--- config.mk ---
export PLATFORM = sky130hd
export DESIGN_NAME = sprite_map_writer
export DESIGN_NICKNAME = d
export VERILOG_FILES = /design/src/rtl/sprite_map_writer.sv
export SDC_FILE = /design/constraint.sdc
export NUM_CORES = 1
export LEC_CHECK = 0
export ABC_AREA = 1
export CAP_MARGIN = 15
export CORE_MARGIN = 5
export CORE_UTILIZATION = 30
export CTS_BUF_LIST = sky130_fd_sc_hd__clkbuf_2
export DETAILED_ROUTE_END_ITERATION = 8
export GPL_TIMING_DRIVEN = 1
export SYNTH_ARGS = -nofsm -noshare
export SYNTH_HDL_FRONTEND = slang
export SYNTH_SLANG_ARGS = --single-unit
--- constraint.sdc ---
create_clock -name CLOCK_50 -period 3.7 [get_ports CLOCK_50]
set_input_delay 0.74 -clock CLOCK_50 [delete_from_list [all_inputs] [get_ports CLOCK_50]]
set_output_delay 0.74 -clock CLOCK_50 [all_outputs]
set_load 0.03 [all_outputs]
--- src/rtl/sprite_map_writer.sv ---
// Read-modify-write sprite mover on port B of the tile-map RAM: restores the tile
// under a sprite's old cell, saves the tile at its new cell and draws the sprite there.
module sprite_map_writer #(
   parameter int             N_SPR      = 3,
   parameter int             COLS       = 40,
   parameter int             ROWS       = 30,
   parameter int             TW         = 4,
   parameter int             XW         = 6,
   parameter int             YW         = 5,
   parameter int             RD_LAT     = 1,
   parameter logic [TW-1:0]  EMPTY_CODE = '0
) (
   input  logic                  CLOCK_50,
   input  logic                  reset,
   input  logic [N_SPR-1:0]      req,
   input  logic [N_SPR*TW-1:0]   spr_code,
   input  logic [N_SPR*XW-1:0]   curr_x,
   input  logic [N_SPR*XW-1:0]   next_x,
   input  logic [N_SPR*YW-1:0]   curr_y,
   input  logic [N_SPR*YW-1:0]   next_y,
   output logic [N_SPR-1:0]      ack,
   output logic                  err,
   output logic                  busy,
   output logic [YW-1:0]         wraddr,
   output logic [COLS*TW-1:0]    wrdata,
   output logic                  wren,
   input  logic [COLS*TW-1:0]    redata
);

   localparam int IW = (N_SPR > 1) ? $clog2(N_SPR) : 1;
   localparam int CW = $clog2(RD_LAT + 1);
   localparam int RW = COLS * TW;

   typedef enum logic [2:0] {
      S_IDLE, S_RD_OLD, S_WR_OLD, S_RD_NEW, S_WR_NEW, S_ACK
   } state_t;

   typedef struct packed {
      logic [IW-1:0] sel;
      logic [TW-1:0] code;
      logic [XW-1:0] cx;
      logic [YW-1:0] cy;
      logic [XW-1:0] nx;
      logic [YW-1:0] ny;
   } job_t;

   state_t            r_state;
   job_t              r_job;
   logic [CW-1:0]     r_cnt;
   logic [IW-1:0]     r_last;
   logic [TW-1:0]     r_underlay [N_SPR];
   logic [N_SPR-1:0]  r_placed;
   logic [N_SPR-1:0]  r_ack;
   logic              r_err;
   logic              r_busy;
   logic [YW-1:0]     r_wraddr;
   logic [RW-1:0]     r_wrdata;
   logic              r_wren;

   logic [IW-1:0]     w_gidx;
   logic              w_gvalid;
   job_t              w_job;
   logic              w_placed;
   logic              w_same;
   logic              w_err;
   logic              w_rd_done;

   // Column 0 sits in the most significant nibble of the row word.
   function automatic logic [TW-1:0] get_col(input logic [RW-1:0] row, input logic [XW-1:0] x);
      get_col = '0;
      for (int c = 0; c < COLS; c++)
         if (int'(x) == c) get_col = row[RW-1-TW*c -: TW];
   endfunction

   function automatic logic [RW-1:0] put_col(input logic [RW-1:0] row, input logic [XW-1:0] x,
                                             input logic [TW-1:0] code);
      put_col = row;
      for (int c = 0; c < COLS; c++)
         if (int'(x) == c) put_col[RW-1-TW*c -: TW] = code;
   endfunction

   function automatic logic [N_SPR-1:0] onehot(input logic [IW-1:0] s);
      onehot    = '0;
      onehot[s] = 1'b1;
   endfunction

   // Round-robin search from r_last+1; scanning downwards lets the nearest requester win.
   // NOTE: every always_comb output gets a default first so no path can infer a latch.
   always_comb begin
      int v_idx;
      w_gvalid = 1'b0;
      w_gidx   = '0;
      for (int off = N_SPR; off >= 1; off--) begin
         v_idx = int'(r_last) + off;
         if (v_idx >= N_SPR) v_idx = v_idx - N_SPR;
         if (req[v_idx]) begin
            w_gvalid = 1'b1;
            w_gidx   = IW'(v_idx);
         end
      end
   end

   always_comb begin
      w_job.sel  = w_gidx;
      w_job.code = spr_code[int'(w_gidx)*TW +: TW];
      w_job.cx   = curr_x[int'(w_gidx)*XW +: XW];
      w_job.cy   = curr_y[int'(w_gidx)*YW +: YW];
      w_job.nx   = next_x[int'(w_gidx)*XW +: XW];
      w_job.ny   = next_y[int'(w_gidx)*YW +: YW];
   end

   // Old coordinates only matter once the sprite is on the map.
   assign w_placed  = r_placed[w_gidx];
   assign w_same    = (w_job.cx == w_job.nx) && (w_job.cy == w_job.ny);
   assign w_err     = (int'(w_job.nx) >= COLS) || (int'(w_job.ny) >= ROWS) ||
                      (w_placed && ((int'(w_job.cx) >= COLS) || (int'(w_job.cy) >= ROWS)));
   assign w_rd_done = (r_cnt == CW'(RD_LAT));

   // NOTE: sequential state uses non-blocking assignments so every register samples pre-edge values.
   always_ff @(posedge CLOCK_50) begin
      if (reset) begin
         r_state  <= S_IDLE;
         r_job    <= '0;
         r_cnt    <= '0;
         r_last   <= IW'(N_SPR - 1);
         r_placed <= '0;
         r_ack    <= '0;
         r_err    <= 1'b0;
         r_busy   <= 1'b0;
         r_wraddr <= '0;
         r_wrdata <= '0;
         r_wren   <= 1'b0;
         // NOTE: the underlay file is tiny and must read EMPTY_CODE after reset, so it is reset like any register.
         for (int i = 0; i < N_SPR; i++) r_underlay[i] <= EMPTY_CODE;
      end else begin
         case (r_state)
            S_IDLE: begin
               if (w_gvalid) begin
                  r_last <= w_gidx;
                  r_job  <= w_job;
                  r_busy <= 1'b1;
                  r_cnt  <= '0;
                  if (w_err) begin
                     r_ack   <= onehot(w_gidx);
                     r_err   <= 1'b1;
                     r_state <= S_ACK;
                  end else if (w_placed && w_same) begin
                     r_ack   <= onehot(w_gidx);
                     r_state <= S_ACK;
                  end else if (!w_placed) begin
                     r_wraddr <= w_job.ny;
                     r_state  <= S_RD_NEW;
                  end else begin
                     r_wraddr <= w_job.cy;
                     r_state  <= S_RD_OLD;
                  end
               end
            end
            S_RD_OLD: begin
               if (w_rd_done) begin
                  r_wrdata <= put_col(redata, r_job.cx, r_underlay[r_job.sel]);
                  r_wren   <= 1'b1;
                  r_state  <= S_WR_OLD;
               end else begin
                  r_cnt <= r_cnt + 1'b1;
               end
            end
            S_WR_OLD: begin
               r_wren   <= 1'b0;
               r_wraddr <= r_job.ny;
               r_cnt    <= '0;
               r_state  <= S_RD_NEW;
            end
            S_RD_NEW: begin
               if (w_rd_done) begin
                  r_underlay[r_job.sel] <= get_col(redata, r_job.nx);
                  r_placed[r_job.sel]   <= 1'b1;
                  r_wrdata              <= put_col(redata, r_job.nx, r_job.code);
                  r_wren                <= 1'b1;
                  r_state               <= S_WR_NEW;
               end else begin
                  r_cnt <= r_cnt + 1'b1;
               end
            end
            S_WR_NEW: begin
               r_wren  <= 1'b0;
               r_ack   <= onehot(r_job.sel);
               r_state <= S_ACK;
            end
            S_ACK: begin
               r_ack   <= '0;
               r_err   <= 1'b0;
               r_busy  <= 1'b0;
               r_state <= S_IDLE;
            end
            default: r_state <= S_IDLE;
         endcase
      end
   end

   assign ack    = r_ack;
   assign err    = r_err;
   assign busy   = r_busy;
   assign wraddr = r_wraddr;
   assign wrdata = r_wrdata;
   assign wren   = r_wren;

endmodule

==> After elaboration in Yosys (flattened, before gate mapping) <==
Memories as Yosys holds them, arrays and structs flattened. A register that Yosys moved wholly into a read port is not among the register bits.
Index checks and enable logic that the tools add are counted.
{ "word_totals": {"out_inout_bits": 171, "mem_bits_rw": 12, "in_bits": 243, "elab_cells": 355, "register_bits": 203, "n_memories": 1} }
{ "mem_list": {"columns": ["name", "words", "width", "read_ports", "rd_ports_with_merged_regs", "wr", "line", "source"], "rows": [
  ["r_underlay", 3, 4, 1, 1, 3, "51", "logic [TW-1:0] r_underlay [N_SPR];"]
]} }
{ "op_classes": {"bitwise_logic": 1, "n_shift": 5, "mul": 2, "addsub": 7, "n_lt_le_gt_ge": 14, "muxes": 187, "n_eq_ne": 93, "n_reduce_logical": 30} }
{ "ops": {"columns": ["op", "n"], "rows": [
  ["$mux 4", 124],
  ["$mux 160", 2],
  ["$pmux 160 s2", 1],
  ["$eq 6x6->1 const B", 48],
  ["$eq 6x5->1 const B", 16],
  ["$lt 32x4->1 const B", 3],
  ["$mux 32", 3],
  ["$eq 6x4->1 const B", 8],
  ["$shiftx 15x32->5", 1],
  ["$shiftx 18x32->6", 1],
  ["$mux 1", 25],
  ["$eq 6x3->1 const B", 4],
  ["$mux 3", 8],
  ["$mux 5", 4],
  ["$shiftx 18x6->6", 1],
  ["$pmux 3 s5", 1],
  ["$shiftx 15x6->5", 1],
  ["$mux 2", 7],
  ["$eq 6x2->1 const B", 2],
  ["$ge 6x6->1 const B", 2],
  ["$logic_not 6->1", 2],
  ["$ne 2x2->1 const B", 6],
  ["$reduce_and 3->1", 4],
  ["$shiftx 12x5->4", 1],
  ["other kinds (33)", 64]
]} }

==> Logic depth before layout (Yosys ltp) <==
Gate-level depths: netlist of run 1.
{ "logic_depth": {"word_depth": 45, "mapped_depth": 28, "ltp_nobuf": 27} }

==> Worst setup path after synthesis of run 1 <==
No wires, ideal clock.
{ "synth_timing": {"path_type": "reg-to-reg", "start": "register r_job[26] (netlist bit)", "end": "register r_ack[0] (netlist: ack[0])", "required_ns": 3.586, "arrival_time_ns": 3.006, "stages_incl_launch_ff": 23, "period_less_slack_ns": 3.120, "path_buffers": 1, "setup_slack_ns": 0.580, "path_cell_list": "dfxtp_1 inv_1 ha_1 inv_2 nand3_1 a32oi_1 nand3_1 o211ai_2 nand2_4 nand2_4 inv_4 buf_6 a22oi_1 nand2_1 xnor2_1 a221oi_2 nand4_1 nand2_1 nand2_2 a21oi_4 inv_2 nor2_1 nor2_1"} }
{ "synth_via": {"elab_chain_len": 5, "elab_cells_between_ends": 6} }
{ "synth_lines": {"columns": ["item", "line", "source"], "rows": [
  ["start: declaration", "48", "job_t r_job;"],
  ["start signal: assignment", "140", "r_job <= w_job;"],
  ["$lt 2x3->1 (not written as such) / $ge 2x1->1 (equally long branches)", "84", "onehot[s] = 1'b1;"],
  ["$logic_and 1x1->1 (not written as such)", "84", null],
  ["$mux 1 (not written as such)", "84", null],
  ["$demux 1 s2 *", "84", null],
  ["$pmux 3 s3 *", "136", "case (r_state)"],
  ["end signal: assignment", "144", "r_ack <= onehot(w_gidx);"],
  ["end signal: assignment", "148", "r_ack <= onehot(w_gidx);"],
  ["end signal: assignment", "187", "r_ack <= onehot(r_job.sel);"],
  ["end: declaration", "53", "logic [N_SPR-1:0] r_ack;"]
]} }
Mark *: on every way between the ends. The rest lies on a longest branch, timed or not.
A chain may end at the register's enable or synchronous reset.

==> results of run 1 <==
-- layout make-up --
class / instances / share of cell area
Antenna cell: 14 / 0.00161
Clock buffer: 94 / 0.0216
Clock inverter: 19 / 0.00471
Inverter: 485 / 0.0845
Multi-Input combinational cell: 1811 / 0.414
Sequential cell: 220 / 0.210
Tap cell: 688 / 0.0395
Timing Repair Buffer: 507 / 0.224
-- flip-flops by register name, indices dropped and copies added (netlist names), named ones only --
signal and flops:
wraddr 5, busy 1, wren 1, r_cnt 1, err 1, r_job 23
r_placed 3, r_underlay 16, r_last 1, r_state 3, ack 3, wrdata 160
-- cell usage after synthesis (2+ instances only) --
cell type / number / area, um2
edfxtp_1: 16 / 480
a32oi_1: 5 / 43.8
o21ai_0: 554 / 2770
nor3_1: 113 / 566
inv_2: 9 / 33.8
nor2_1: 227 / 852
ha_1: 3 / 37.5
a22oi_1: 7 / 52.6
buf_6: 3 / 33.8
clkinv_1: 7 / 26.3
nand2_2: 4 / 25.0
a41oi_1: 4 / 35.0
buf_1: 8 / 30.0
a21oi_2: 7 / 61.3
clkbuf_1: 153 / 574
nand4_1: 38 / 238
nor2_2: 8 / 50.1
or2_2: 15 / 93.8
a21oi_1: 397 / 1990
dfxtp_1: 204 / 4080
a21o_1: 3 / 22.5
nand3_1: 30 / 150
inv_1: 467 / 1750
o21ai_2: 2 / 17.5
xnor2_1: 3 / 26.3
nor4_1: 2 / 12.5
a211oi_2: 2 / 25.0
buf_4: 3 / 22.5
nand2_1: 278 / 1040
o21ai_1: 14 / 70.1
buf_2: 7 / 35.0
a31oi_1: 2 / 12.5
o211ai_1: 24 / 180
nand2_4: 2 / 22.5
o22ai_1: 43 / 269
inv_4: 2 / 12.5
a22o_1: 13 / 114
-- final timing paths --
| kind | to | slack (ns) | depth (start not counted) |
|---|---|---|---|
| worst max-delay path | r_underlay[2][2]$_SDFFCE_PN0P_ | 0.30 | 27 |
| worst min-delay path | r_job[22]$_SDFFE_PP0P_ | 0.28 | 3 |
| worst max register to register | r_underlay[2][2]$_SDFFCE_PN0P_ | 0.30 | 27 |
| worst min register to register | r_placed[1]$_SDFFE_PP0P_ | 0.48 | 2 |
-- worst register-to-register path, stage by stage, from the launching register on --
cell     delay [ns]
dfxtp_2        0.37
nand2_1        0.12
inv_1          0.07
nand2_2        0.13
nor2_1         0.09
buf_4          0.17
nand2_1        0.07
nand4_1        0.12
nand2_1        0.12
nand3_1        0.08
nand2_1        0.10
nand4_1        0.10
nand2_1        0.11
nand4_1        0.12
nand2_1        0.11
nand3_1        0.11
nand2_1        0.08
nand3_1        0.08
nand2_1        0.10
nand4_1        0.11
nand2_1        0.12
nand4_1        0.08
nor2_1         0.11
nand4_1        0.10
nand2_1        0.10
nand4_1        0.11
nor2_2         0.19
nor2_1         0.06
-- layer usage --
metal | vias up | global-route usage
li1 | 9803 | -
met3 | 204 | 0.0714
met2 | 1130 | 0.409
met5 | - | 0
met4 | 16 | 0.104
met1 | 9290 | 0.321
-- stage by stage --
step           instances  cell area (um2)
2_1_floorplan       2691            16000
3_3_place_gp        3703            21000
5_1_grt             3832            21800
3_5_place_dp        3703            21000
6_report            3838            21800
4_1_cts             3817            21600
-- logic make-up (layout without fill, tap and decap cells) --
| group | count (synthesis) | in the layout | synth area share |
|---|---|---|---|
| buffers and inverters | 660 | 1105 | 0.158 |
| and+or+nand+nor | 720 | 720 | 0.193 |
| xor gates and xnor gates | 4 | 4 | 0.00219 |
| adders and majority gates | 3 | 3 | 0.00235 |
| other | 0 | 14 | 0 |
| DFF | 220 | 220 | 0.285 |
| AOI/OAI and AO/OA | 1084 | 1084 | 0.359 |
-- power by group --
part / total (mW) / internal, mW / switching [mW]
registers: 3.15 / 2.85 / 0.300
logic: 9.15 / 3.07 / 6.07
clock network: 1.87 / 0.695 / 1.17
total: 14.2 / 6.62 / 7.55
-- timing repair --
item | CTS | global route
hold buffers | 1 | 0
setup buffers | 0 | 7
resized for setup | 0 | 39
endpoints found under the setup margin | 0 | 24
endpoints found under the hold margin | 5 | 0
==> results.json, run 1 <==
{
  "worstSetupStartpointType": "flop",
  "tightestPinTransition_ns": 1.04,
  "period_needed_ns": 3.40,
  "critPathTopFamily": "simple AND/OR/NAND/NOR gates",
  "setup.worst_path.class": "flop to flop",
  "htreeDepth": 3,
  "synthArstFlopShare": 0,
  "worstPathBufferInverterCount": 2,
  "detail_route.wl_per_cell_um": 20.3,
  "detailroute.via_count": 20443,
  "dr.max_layer_used": "met5",
  "post_synthesis_cell_area_um2": 16000,
  "final_max_slew_viol_count": 0,
  "clk_root_buffer_cell": "clkbuf_2",
  "finalNetCount": 3339,
  "crit_required_ns": 4.50,
  "drt_iter0_drcs": 2293,
  "dr_wl_met3_mm": 8.60,
  "cts-buffers-inserted": 68,
  "critical-path-max-stage-delay_ns": 0.37,
  "m1WireLength_mm": 30.8,
  "critical-path-slowest-cell": "dfxtp_2",
  "netlist_instances": 2691,
  "gr-usage-all-layers": 0.253,
  "drive_above_1_share": 0.0925,
  "finalSetupTns_ns": 0,
  "clock_tree_from_tritoncts": "yes",
  "seq_area_frac_synth": 0.285,
  "drt_wl_total_mm": 77.9,
  "wire_length_on_met2_mm": 35.5,
  "fin_ws_ns": 0.298,
  "grt_start_max_net_pins": 204,
  "yosys_warning_total": 0,
  "max_ir_drop_vdd_v": 0.000531,
  "maxCapViolations": 0,
  "fin_worst_hold_slack_ns": 0.278,
  "status": "finished, final reports clean",
  "final-seq-area_um2": 4580,
  "fp.coreArea_um2": 52700,
  "dieArea_um2": 58000,
  "synth_edf_count": 16,
  "area.growth.synth_to_final_pct": 36.3,
  "starting_utilization_of_the_core_area": 0.304,
  "critical_path_fanouts_max": 10,
  "synth_seq_cells": 220,
  "footprint_of_the_multi_input_gates_um2": 9020,
  "clkSlewWorstSetupHoldPaths_ns": 0.09,
  "fill_cells": 5606,
  "dp_hpwl_mm": 58.6,
  "grt_antenna_before_repair": 20,
  "powerDensity_nw_per_um2": 650,
  "final_cell_mix": "o21ai_0, inv_1, clkdlybuf4s50_1, a21oi_1, nand2_1",
  "first_global_vias": 18984,
  "insertion_delay_ns": 1.07,
  "globalRouteOverflowTotal": 0,
  "firstDrtPassIters": 7,
  "report.final.hold_viol_count": 0,
  "timing.clock.skew_ns": 0.110,
  "routed_via_density": 5.33,
  "postSynthNetCount": 2937,
  "max-slew-margin-rel": 0.310,
  "detail-route-antenna-nets": 0,
  "clockBufferDepth": 3,
  "clock.fmax_ghz": 0.294,
  "hold_path.class": "input port to flop",
  "critical_path.reg2reg.startpoint": "r_job[6]$_SDFFE_PP0P_",
  "cellLeakagePower_nw": 9.38,
  "postSynth.topFlopCell": "dfxtp_1",
  "finalPower_mw": 14.2,
  "layout.core_utilization": 0.414,
  "grt_pass1_wl_mm": 114,
  "worstSetupStartpoint": "r_job[6]$_SDFFE_PP0P_",
  "drc": 0,
  "final.period_utilization": 0.919,
  "final_wtd_congestion": 0.933,
  "endpoint_kind": "flop",
  "synth.lib_cells_used.distinct": 49,
  "worst_min_path_start": "spr_code[8]",
  "avgSynthCellArea_um2": 5.94,
  "dp_slack_ns": -0.277,
  "io_pins": 414,
  "fp.dieH_um": 241,
  "numClockSinks": 220,
  "placement.io_buffers": 413,
  "worst_path_most_repeated_cell": "nand2_1",
  "final_common_cell": "o21ai_0",
  "standard_cell_rows": 84,
  "setup-violations-final": 0,
  "chipWidth_um": 241,
  "worst-endpoint-arrival_ns": 4.21
}
Power figures use the tool's default switching activity.
==> run 2, diff against run 1 <==
--- a/config.mk
+++ b/config.mk
@@ -12,6 +12,7 @@
 export CTS_BUF_LIST = sky130_fd_sc_hd__clkbuf_2
 export DETAILED_ROUTE_END_ITERATION = 8
 export GPL_TIMING_DRIVEN = 1
+export SKIP_CTS_REPAIR_TIMING = 1
 export SYNTH_ARGS = -nofsm -noshare
 export SYNTH_HDL_FRONTEND = slang
 export SYNTH_SLANG_ARGS = --single-unit
==> results.json, run 2 (synthesis gave the netlist of run 1 again) <==
{
  "drive_above_1_share": 0.0925,
  "drt_iter0_drcs": 2415,
  "htreeDepth": 3,
  "powerDensity_nw_per_um2": 650,
  "tightestPinTransition_ns": 1.04,
  "timing.clock.skew_ns": 0.115,
  "grtUsageMet2": 0.409,
  "final_cell_mix": "o21ai_0, inv_1, clkdlybuf4s50_1, a21oi_1, nand2_1",
  "crit_chain": "inv_2 > ha_4 > inv_2 > nand3_1 > a32oi_1 > nand3_1 > o211ai_2 > nand2_4 > inv_4 > buf_4 > a22o_1 > a21oi_2 > xnor2_1 > a221oi_2 > nand4_1 > nand2_1 > nand2_2 > a21oi_4 > inv_2 > nor2_1 > nor2_1",
  "critical_path_fanouts_max": 18,
  "clock.fmax_ghz": 0.294,
  "final_common_cell": "o21ai_0",
  "grt_start_max_net_pins": 204,
  "routed_via_density": 5.33,
  "chipWidth_um": 241,
  "standard_cell_rows": 84,
  "crit_required_ns": 4.58,
  "endpoint_kind": "flop",
  "final_max_slew_viol_count": 0,
  "hold_path.class": "input port to flop",
  "dieArea_um2": 58000,
  "status": "finished, final reports clean",
  "final.period_utilization": 0.918,
  "drc": 0,
  "grt_pass1_wl_mm": 114,
  "area.growth.synth_to_final_pct": 36.4,
  "globalRouteMet1Util": 0.321,
  "fp.dieH_um": 241,
  "max_ir_drop_vdd_v": 0.000530,
  "final_wtd_congestion": 0.933,
  "detail-route-antenna-nets": 0,
  "clk_root_buffer_cell": "clkbuf_2",
  "finalNetCount": 3339,
  "grt_antenna_before_repair": 20,
  "globalRouteOverflowTotal": 0,
  "critPathTopFamily": "compound AO/OA/AOI/OAI gates",
  "drt_wl_total_mm": 77.8,
  "period_needed_ns": 3.40,
  "max-slew-margin-rel": 0.309,
  "starting_utilization_of_the_core_area": 0.304,
  "post-place-cells": 3703,
  "groute.layer.met3.usage": 0.0713,
  "instances_no_fill": 3843,
  "first_global_vias": 18974,
  "worst-endpoint-arrival_ns": 4.27,
  "finalPower_mw": 14.2,
  "cts-buffers-inserted": 68,
  "layout.core_utilization": 0.414,
  "clock_tree_from_tritoncts": "yes",
  "gr-usage-all-layers": 0.253,
  "fp.coreArea_um2": 52700,
  "setup-violations-final": 0,
  "critical-path-slowest-cell": "dfxtp_2",
  "detail_route.wl_per_cell_um": 20.2,
  "worst_path_most_repeated_cell": "inv_2",
  "detailroute.via_count": 20466,
  "maxCapViolations": 0,
  "critical-path-max-stage-delay_ns": 0.34,
  "cellLeakagePower_nw": 9.38,
  "gr-max-usage-layer": "met2",
  "worstSetupStartpointType": "flop",
  "worstPathBufferInverterCount": 5,
  "firstDrtPassIters": 6,
  "report.final.hold_viol_count": 0,
  "largest_register_ff_count": 160,
  "setup.worst_path.class": "flop to flop",
  "dp_hpwl_mm": 58.6,
  "placement.io_buffers": 413,
  "clkSlewWorstSetupHoldPaths_ns": 0.10,
  "io_pins": 414,
  "numClockSinks": 220,
  "clockBufferDepth": 3,
  "insertion_delay_ns": 1.08
}
[run 2: cell types whose count changed in the layout (fill, tap and decap cells not counted), sizes merged]
cell | before | now
diode | 14 | 19
[run 2: power breakdown]
part | internal [mW] | switching (mW) | total, mW | leakage (nW)
clock | 0.695 | 1.18 | 1.87 | 0.436
combinational | 3.07 | 6.07 | 9.15 | 7.12
sequential | 2.85 | 0.300 | 3.15 | 1.83
total | 6.62 | 7.55 | 14.2 | 9.38
[run 2: final timing paths]
| kind | startpoint | endpoint | slack (ns) | cells after the start |
|---|---|---|---|---|
| setup / recovery | r_job[26]$_SDFFE_PP0P_ | ack[1]$_SDFFE_PP0P_ | 0.30 | 21 |
| hold / removal | spr_code[8] | r_job[22]$_SDFFE_PP0P_ | 0.27 | 3 |
| setup reg to reg | r_job[26]$_SDFFE_PP0P_ | ack[1]$_SDFFE_PP0P_ | 0.30 | 21 |
| hold reg to reg | r_placed[1]$_SDFFE_PP0P_ | r_placed[1]$_SDFFE_PP0P_ | 0.47 | 2 |
[run 2: per-layer routing]
layer,vias up,part of all wire,routed length [um]
met5,-,0.0018,137
met4,18,0.037,2890
met3,209,0.11,8350
met2,1123,0.46,35400
met1,9298,0.40,31000
li1,9818,-,-
[run 2: tightest hold or removal path: stages]
cell	delay, ns
clkdlybuf4s50_1	0.40
nand2_1	0.07
a31oi_1	0.07
[run 2: layout make-up]
class	instances	area [um2]
diodes	19	47.5
clock buffers	94	470
clock inverters	19	103
fillers	5605	30900
inverters	485	1840
multi-input cells	1811	9020
flip-flops and latches	220	4580
well taps	688	861
repair buffers	507	4880
[run 2: stage by stage]
step	TNS [ns]	worst slack (ns)	instance area, um2	hold slack, ns
2_1_floorplan	0	0.580	16000	0.427
3_3_place_gp	-2.00	-0.237	21000	0.453
3_5_place_dp	-4.10	-0.277	21000	0.449
4_1_cts	0	0.0297	21600	-0.167
5_1_grt	-0.00451	-0.00451	21800	0.200
6_report	0	0.302	21800	0.269
